--- src/rtl/btb_update_pkg.sv ---
// Shared types and constants for the 2-way, 8-set branch target buffer.
// A set is two 64-bit ways packed as {way0, way1}.
package btb_update_pkg;

  localparam int SETS    = 8;
  localparam int INDEX_W = 3;
  localparam int TAG_W   = 27;
  localparam int WAY_W   = 64;
  localparam int SET_W   = 2 * WAY_W;

  localparam logic [1:0] STRONG_NOT_TAKEN = 2'b00;
  localparam logic [1:0] WEAK_NOT_TAKEN   = 2'b01;
  localparam logic [1:0] WEAK_TAKEN       = 2'b11;
  localparam logic [1:0] STRONG_TAKEN     = 2'b10;

  // Way field bit positions, kept for code that slices raw set vectors
  localparam int WAY_V_BIT      = 63;
  localparam int WAY_TAG_HI     = 62;
  localparam int WAY_TAG_LO     = 36;
  localparam int WAY_TARGET_HI  = 35;
  localparam int WAY_TARGET_LO  = 4;
  localparam int WAY_STATE_HI   = 3;
  localparam int WAY_STATE_LO   = 2;

  typedef struct packed {
    logic             valid;
    logic [TAG_W-1:0] tag;
    logic [31:0]      target;
    logic [1:0]       state;
    logic [1:0]       pad;
  } btb_way_t;

endpackage

--- src/rtl/btb_update_if.sv ---
// Resolved-branch update channel from EX into the BTB write side.
interface btb_update_if;
  import btb_update_pkg::*;

  logic        upd_valid;
  logic        upd_ready;
  logic [31:0] upd_pc;
  logic [31:0] upd_target;
  logic        upd_taken;

  modport master (
    output upd_valid, upd_pc, upd_target, upd_taken,
    input  upd_ready
  );

  modport slave (
    input  upd_valid, upd_pc, upd_target, upd_taken,
    output upd_ready
  );

endinterface

--- src/rtl/btb_update_counter_next.sv ---
// 2-bit direction counter step: 00 <-> 01 <-> 11 <-> 10, saturating at both ends.
// Encoding-agnostic callers can reuse this for any future predictor table.
module btb_counter_next
  import btb_update_pkg::*;
(
  input  logic [1:0] state,
  input  logic       taken,
  output logic [1:0] next_state
);

  always_comb begin
    next_state = state;
    case (state)
      STRONG_NOT_TAKEN: next_state = taken ? WEAK_NOT_TAKEN : STRONG_NOT_TAKEN;
      WEAK_NOT_TAKEN:   next_state = taken ? WEAK_TAKEN     : STRONG_NOT_TAKEN;
      WEAK_TAKEN:       next_state = taken ? STRONG_TAKEN   : WEAK_NOT_TAKEN;
      STRONG_TAKEN:     next_state = taken ? STRONG_TAKEN   : WEAK_TAKEN;
      default:          next_state = state;
    endcase
  end

endmodule

--- src/rtl/btb_update.sv ---
// BTB storage owner: combinational IF read port, registered EX update with
// read-modify-write one cycle later, and an 8-cycle invalidate-all sequence.
module btb_update
  import btb_update_pkg::*;
(
  input  logic               clk,
  input  logic               rst_n,
  input  logic [INDEX_W-1:0] rd_index,
  output logic [SET_W-1:0]   rd_set,
  output logic [SETS-1:0]    rd_lru,
  input  logic               if_lru_we,
  input  logic [INDEX_W-1:0] if_lru_index,
  input  logic               if_lru_val,
  btb_update_if.slave        upd_bus,
  input  logic               flush_req,
  output logic               flush_busy
);

  localparam logic [0:0] ST_IDLE  = 1'b0;
  localparam logic [0:0] ST_FLUSH = 1'b1;

  logic [0:0]         state;
  logic [INDEX_W-1:0] flush_cnt;

  logic [SET_W-1:0]   sets [SETS];
  logic [SETS-1:0]    lru;

  logic               s1_valid;
  logic [31:2]        s1_pc;
  logic [31:0]        s1_target;
  logic               s1_taken;

  logic               upd_ready;
  logic               accept;

  logic [INDEX_W-1:0] s2_index;
  logic [TAG_W-1:0]   s2_tag;
  logic [SET_W-1:0]   cur_set;
  btb_way_t           way0;
  btb_way_t           way1;
  btb_way_t           hit_entry;
  btb_way_t           new_entry;
  logic               hit0;
  logic               hit1;
  logic               alloc_way;
  logic               wr_way;
  logic               s2_write;
  logic [1:0]         cnt_next;
  logic [SET_W-1:0]   new_set;
  logic               if_lru_apply;

  assign upd_ready         = (state == ST_IDLE) && !flush_req;
  assign upd_bus.upd_ready = upd_ready;
  assign accept            = upd_bus.upd_valid && upd_ready;
  assign flush_busy        = (state == ST_FLUSH);

  assign rd_set = sets[rd_index];
  assign rd_lru = lru;

  btb_counter_next u_counter_next (
    .state      (hit_entry.state),
    .taken      (s1_taken),
    .next_state (cnt_next)
  );

  // S2 reads the committed array, so back-to-back updates to one set need no forwarding
  always_comb begin
    s2_index  = s1_pc[4:2];
    s2_tag    = s1_pc[31:5];
    cur_set   = sets[s2_index];
    way0      = btb_way_t'(cur_set[SET_W-1:WAY_W]);
    way1      = btb_way_t'(cur_set[WAY_W-1:0]);
    hit0      = way0.valid && (way0.tag == s2_tag);
    hit1      = way1.valid && (way1.tag == s2_tag);
    hit_entry = hit0 ? way0 : way1;

    if (!way0.valid)      alloc_way = 1'b0;
    else if (!way1.valid) alloc_way = 1'b1;
    else                  alloc_way = !lru[s2_index];

    new_entry = hit_entry;
    if (hit0 || hit1) begin
      wr_way          = hit1 && !hit0;
      new_entry.state = cnt_next;
      if (s1_taken) new_entry.target = s1_target;
    end else begin
      wr_way           = alloc_way;
      new_entry.valid  = 1'b1;
      new_entry.tag    = s2_tag;
      new_entry.target = s1_target;
      new_entry.state  = WEAK_TAKEN;
    end
    new_entry.pad = 2'b00;

    new_set = cur_set;
    if (wr_way) new_set[WAY_W-1:0]     = new_entry;
    else        new_set[SET_W-1:WAY_W] = new_entry;

    s2_write     = s1_valid && (hit0 || hit1 || s1_taken);
    if_lru_apply = if_lru_we && !(s2_write && (if_lru_index == s2_index));
  end

  always_ff @(posedge clk or negedge rst_n) begin
    if (!rst_n) begin
      s1_valid  <= 1'b0;
      s1_pc     <= '0;
      s1_target <= '0;
      s1_taken  <= 1'b0;
    end else begin
      s1_valid <= accept;
      if (accept) begin
        s1_pc     <= upd_bus.upd_pc[31:2];
        s1_target <= upd_bus.upd_target;
        s1_taken  <= upd_bus.upd_taken;
      end
    end
  end

  // EX writes win over the IF-stage LRU refresh; flush owns the array outright
  always_ff @(posedge clk or negedge rst_n) begin
    if (!rst_n) begin
      state     <= ST_IDLE;
      flush_cnt <= '0;
      lru       <= '0;
      for (int i = 0; i < SETS; i++) sets[i] <= '0;
    end else if (state == ST_FLUSH) begin
      sets[flush_cnt] <= '0;
      lru[flush_cnt]  <= 1'b0;
      flush_cnt       <= flush_cnt + 3'd1;
      if (flush_cnt == 3'd7) state <= ST_IDLE;
    end else begin
      if (s2_write) begin
        sets[s2_index] <= new_set;
        lru[s2_index]  <= wr_way;
      end
      if (if_lru_apply) lru[if_lru_index] <= if_lru_val;
      if (flush_req) begin
        state     <= ST_FLUSH;
        flush_cnt <= '0;
      end
    end
  end

endmodule
--- src/flat_wrapper.sv ---
// flat-port wrapper written by rule: the top's interface ports become plain ports
module btb_update_flat import btb_update_pkg::*;
  (clk, rst_n, rd_index, rd_set, rd_lru, if_lru_we, if_lru_index, if_lru_val, flush_req, flush_busy, upd_bus_upd_valid, upd_bus_upd_pc, upd_bus_upd_target, upd_bus_upd_taken, upd_bus_upd_ready);
  btb_update_if upd_bus_i ();
  input  logic clk;
  input  logic rst_n;
  input  logic [INDEX_W-1:0] rd_index;
  output logic [SET_W-1:0] rd_set;
  output logic [SETS-1:0] rd_lru;
  input  logic if_lru_we;
  input  logic [INDEX_W-1:0] if_lru_index;
  input  logic if_lru_val;
  input  logic flush_req;
  output logic flush_busy;
  input wire logic [$bits(upd_bus_i.upd_valid)-1:0] upd_bus_upd_valid;
  input wire logic [$bits(upd_bus_i.upd_pc)-1:0] upd_bus_upd_pc;
  input wire logic [$bits(upd_bus_i.upd_target)-1:0] upd_bus_upd_target;
  input wire logic [$bits(upd_bus_i.upd_taken)-1:0] upd_bus_upd_taken;
  output wire logic [$bits(upd_bus_i.upd_ready)-1:0] upd_bus_upd_ready;
  assign upd_bus_i.upd_valid = upd_bus_upd_valid;
  assign upd_bus_i.upd_pc = upd_bus_upd_pc;
  assign upd_bus_i.upd_target = upd_bus_upd_target;
  assign upd_bus_i.upd_taken = upd_bus_upd_taken;
  assign upd_bus_upd_ready = upd_bus_i.upd_ready;
  btb_update u_core (.clk(clk), .rst_n(rst_n), .rd_index(rd_index), .rd_set(rd_set), .rd_lru(rd_lru), .if_lru_we(if_lru_we), .if_lru_index(if_lru_index), .if_lru_val(if_lru_val), .upd_bus(upd_bus_i), .flush_req(flush_req), .flush_busy(flush_busy));
endmodule
--- config.mk ---
export PLATFORM = sky130hd
export DESIGN_NAME = btb_update_flat
export DESIGN_NICKNAME = d
export VERILOG_FILES = /design/src/rtl/btb_update_pkg.sv /design/src/rtl/btb_update_if.sv /design/src/rtl/btb_update_counter_next.sv /design/src/rtl/btb_update.sv /design/src/flat_wrapper.sv
export SDC_FILE = /design/constraint.sdc
export NUM_CORES = 2
export LEC_CHECK = 0
export ABC_AREA = 1
export CAP_MARGIN = 30
export CORE_MARGIN = 2
export CORE_UTILIZATION = 31
export CTS_CLUSTER_DIAMETER = 150
export DETAILED_ROUTE_END_ITERATION = 8
export PLACE_DENSITY = 0.51
export SYNTH_ARGS = -nofsm -noshare
export SYNTH_HDL_FRONTEND = slang
export SYNTH_SLANG_ARGS = --single-unit
export TNS_END_PERCENT = 30
--- constraint.sdc ---
create_clock -name clk -period 5.15 [get_ports clk]
set_input_delay 0.515 -clock clk [delete_from_list [all_inputs] [get_ports clk]]
set_output_delay 0.515 -clock clk [all_outputs]
set_load 0.005 [all_outputs]
==> insert_results.sql <==
INSERT INTO impl_metrics (metric_group, metric, value, unit) VALUES
('min_path', 'holdPathStages', '3', ''),
('clock_network', 'cts_htree_levels', '4', ''),
('timing', 'rsz0062_at_grt', 'no', ''),
('pwr', 'power.clock.fraction', '0.220', ''),
('clock_network', 'postCtsSetupBuffers', '0', ''),
('min_path', 'min_to', 'u_core.s1_target[15]', ''),
('pwr', 'p_int', '21370', 'uW'),
('clock_network', 'tritoncts_num_sinks', '1100', ''),
('setup_path', 'critPathMaxStageDelay', '760', 'ps'),
('setup_path', 'r2r_end', 'u_core.sets[672]', ''),
('floorplan', 'die_w', '460.2', 'um'),
('timing', 'fin_skew', '35.28', 'ps'),
('detailed_routing', 'via_count', '70073', ''),
('floorplan', 'die-area', '211800', 'um^2'),
('clock_network', 'clock_tree.root_cell', 'sky130_fd_sc_hd__clkbuf_16', ''),
('setup_path', 'crit_path_top_delay_cell', 'sky130_fd_sc_hd__a21oi_4', ''),
('clock_network', 'post_cts_resized', '0', ''),
('setup_path', 'critPathBufInv', '3', ''),
('layout', 'layout-drive-gt1-share', '0.06317', ''),
('setup_path', 'end_kind', 'flip-flop', ''),
('detailed_routing', 'drt_wl_total', '325200', 'um'),
('pwr', 'seq_power_share', '0.242', ''),
('timing', 'setup_ws', '288.3', 'ps'),
('detailed_routing', 'route.antenna.remaining_nets', '0', ''),
('yosys', 'syn-mean-instance-area', '6.885', 'um^2'),
('timing', 'tns', '0', 'ps'),
('pwr', 'p_switching', '23680', 'uW'),
('yosys', 'mappedNetlistNets', '9448', ''),
('detailed_routing', 'route.detailed.vias_per_inst', '5.724', ''),
('yosys', 'ys.warnings.count', '0', ''),
('floorplan', 'chipHeight', '460.2', 'um'),
('global_route', 'number_of_antenna_violations_at_the_first_check_in_global_routing', '11', ''),
('timing', 'period_share', '0.9440', ''),
('setup_path', 'critPathTopFamily', 'simple AND/OR/NAND/NOR gates', ''),
('min_path', 'hold_path.startpoint', 'upd_bus_upd_target[15]', ''),
('detailed_routing', 'drt_iter0_drc', '9494', ''),
('yosys', 'post_synth_instance_area', '64510', 'um^2'),
('timing', 'final_hold_viol_count', '0', ''),
('run', 'timing.max_cap.violations', '0', ''),
('yosys', 'edff_count_synth', '0', ''),
('setup_path', 'startpoint_type', 'flip-flop', ''),
('floorplan', 'initial_core_util', '0.3115', ''),
('timing', 'fmax', '205.7', 'MHz'),
('placement', 'post-place-ws', '445.0', 'ps'),
('global_route', 'grtUsageTotal', '0.2989', ''),
('placement', 'port-buffer-count', '212', ''),
('pwr', 'power.leakage', '0.03428', 'uW'),
('clock_network', 'clk_pin_slew_worst_paths', '60', 'ps'),
('detailed_routing', 'drc', '0', ''),
('setup_path', 'critical_path.cell_chain', 'nand2_2, inv_2, buf_4, nand3_1, nand2_1, nor2_1, nor2_1, nor2_1, nand2_1, nor2_1, nand3_1, nor2_4, a21oi_4, buf_12, nand3_1, nand3_1, o21ai_0', ''),
('setup_path', 'rr_worst_depth', '17', ''),
('placement', 'finalWeightedCongestion', '0.9259', ''),
('clock_network', 'deepest_clock_path_buffer_count', '3', ''),
('pwr', 'power.density', '597.9', 'nW/um^2'),
('yosys', 'netlist_instances', '9369', ''),
('layout', 'post-route-util', '0.3639', ''),
('setup_path', 'crit_type', 'flip-flop to flip-flop', ''),
('clock_network', 'clkLatencyLatePin', '820', 'ps'),
('global_route', 'gr-total-overflow', '0', ''),
('clock_network', 'cts_inserted_buffers', '134', ''),
('setup_path', 'cp_data_arrival_time', '5540', 'ps'),
('timing', 'setup_viol', '0', ''),
('pwr', 'switching_share', '0.5257', ''),
('setup_path', 'highest_net_fanout_along_the_worst_path', '42', ''),
('global_route', 'grt_pass1_wl', '466600', 'um'),
('setup_path', 'rr_startpoint', 'u_core.s1_pc[3]', ''),
('timing', 'fin_worst_hold_slack', '247.4', 'ps'),
('yosys', 'ys.flop_type', 'sky130_fd_sc_hd__dfrtp_1', ''),
('outcome', 'outcome', 'completed', ''),
('timing', 'worst-slew-pin-transition', '1100', 'ps'),
('timing', 'timing_max_transition_violations_final', '0', '');
-- worst max-delay path by stage --
stage | cells after the start | startpoint | to
global placement | 19 | u_core.s1_pc[3] | u_core.sets[672]
floorplan | 21 | u_core.s1_pc[2] | u_core.sets[446]
global route | 19 | u_core.s1_pc[3] | u_core.sets[672]
detailed placement | 19 | u_core.s1_pc[3] | u_core.sets[672]
CTS | 20 | u_core.s1_pc[3] | u_core.sets[96]
finish | 17 | u_core.s1_pc[3] | u_core.sets[672]
-- cell usage after synthesis (67+ instances only) --
| cell type | n | area (um^2) |
|---|---|---|
| sky130_fd_sc_hd__clkbuf_1 | 371 | 1393 |
| sky130_fd_sc_hd__a31oi_1 | 128 | 800.8 |
| sky130_fd_sc_hd__o22ai_1 | 151 | 944.7 |
| sky130_fd_sc_hd__a221oi_1 | 114 | 998.5 |
| sky130_fd_sc_hd__buf_2 | 171 | 855.8 |
| sky130_fd_sc_hd__nor2_1 | 551 | 2068 |
| sky130_fd_sc_hd__buf_1 | 67 | 251.5 |
| sky130_fd_sc_hd__nand2_1 | 2792 | 10480 |
| sky130_fd_sc_hd__inv_1 | 913 | 3427 |
| sky130_fd_sc_hd__o21ai_1 | 144 | 720.7 |
| sky130_fd_sc_hd__nand3_1 | 805 | 4029 |
| sky130_fd_sc_hd__o21ai_0 | 1236 | 6186 |
| sky130_fd_sc_hd__a21oi_1 | 559 | 2798 |
| sky130_fd_sc_hd__dfrtp_1 | 1100 | 27530 |
-- logic make-up (layout without fill, tap and decap cells) --
kind of cell / Yosys count / in the layout / synth area share
buf+inv: 1576 / 1657 / 0.09708
compound gates: 2473 / 2473 / 0.2115
simple gates: 4217 / 4217 / 0.2642
other cells: 0 / 4 / 0
xor+xnor: 1 / 1 / 0.0001358
fa+ha+maj: 2 / 2 / 0.0003879
flops: 1100 / 1100 / 0.4267
-- worst min-delay path, cell delays in order --
cell                              delay, ps
sky130_fd_sc_hd__clkdlybuf4s50_1        390
sky130_fd_sc_hd__nand2_1                 60
sky130_fd_sc_hd__nand2_1                 50
-- power groups by stage --
| stage | sequential, uW | combinational (uW) | clock (uW) |
|---|---|---|---|
| after global routing | 11000 | 25200 | 10400 |
| after detailed placement | 11000 | 23300 | 0 |
| after global placement | 11000 | 23100 | 0 |
| final | 10900 | 24200 | 9920 |
| after floorplan | 10600 | 12300 | 0 |
| after CTS | 10900 | 23300 | 10000 |
-- flip-flops by register name, indices dropped and copies added (netlist names) --
register / flops
u_core.flush_busy: 1
u_core.flush_cnt: 3
u_core.rd_lru: 8
u_core.s1_pc: 30
u_core.s1_taken: 1
u_core.s1_target: 32
u_core.s1_valid: 1
u_core.sets: 1024
-- per-stage QoR --
step / total power, uW / std cells / instance area [um^2]
6_report: 45050 / 12242 / 75350
5_1_grt: 46550 / 12239 / 75340
4_1_cts: 44220 / 12238 / 75340
3_5_place_dp: 34280 / 12009 / 70890
3_3_place_gp: 34050 / 12005 / 70790
2_1_floorplan: 22850 / 9369 / 64510
-- cells in the final DEF (no fill, tap or decap), types with 20 or more instances in the layout --
cell and count:
sky130_fd_sc_hd__nand2_1 2782, sky130_fd_sc_hd__o21ai_0 1236, sky130_fd_sc_hd__dfrtp_1 1096, sky130_fd_sc_hd__inv_1 905, sky130_fd_sc_hd__nand3_1 805, sky130_fd_sc_hd__a21oi_1 558, sky130_fd_sc_hd__nor2_1 539, sky130_fd_sc_hd__clkdlybuf4s50_1 208
sky130_fd_sc_hd__buf_4 193, sky130_fd_sc_hd__o22ai_1 151, sky130_fd_sc_hd__o21ai_1 142, sky130_fd_sc_hd__clkbuf_16 140, sky130_fd_sc_hd__a31oi_1 128, sky130_fd_sc_hd__a221oi_1 114, sky130_fd_sc_hd__buf_12 84, sky130_fd_sc_hd__o2111ai_1 44
sky130_fd_sc_hd__a22oi_1 32, sky130_fd_sc_hd__clkbuf_8 30, sky130_fd_sc_hd__clkbuf_1 29, sky130_fd_sc_hd__clkinv_2 24, sky130_fd_sc_hd__o21ai_2 23, sky130_fd_sc_hd__o211ai_1 20
-- area by class of cell --
| type | instances | area [um^2] |
|---|---|---|
| Clock buffer | 199 | 4025 |
| Antenna cell | 4 | 10.01 |
| Fill cell | 21753 | 131700 |
| Timing Repair Buffer | 493 | 5355 |
| Tap cell | 2788 | 3488 |
| Sequential cell | 1100 | 27530 |
| Clock inverter | 29 | 412.9 |
| Inverter | 936 | 3571 |
| Multi-Input combinational cell | 6693 | 30950 |
-- per-layer routing --
layer | share of wire | GRT usage
met5 | 0.000022 | 0
met4 | 0.065 | 0.1674
met3 | 0.10 | 0.05817
met2 | 0.43 | 0.4517
met1 | 0.40 | 0.3995
Power figures use the tool's default switching activity.
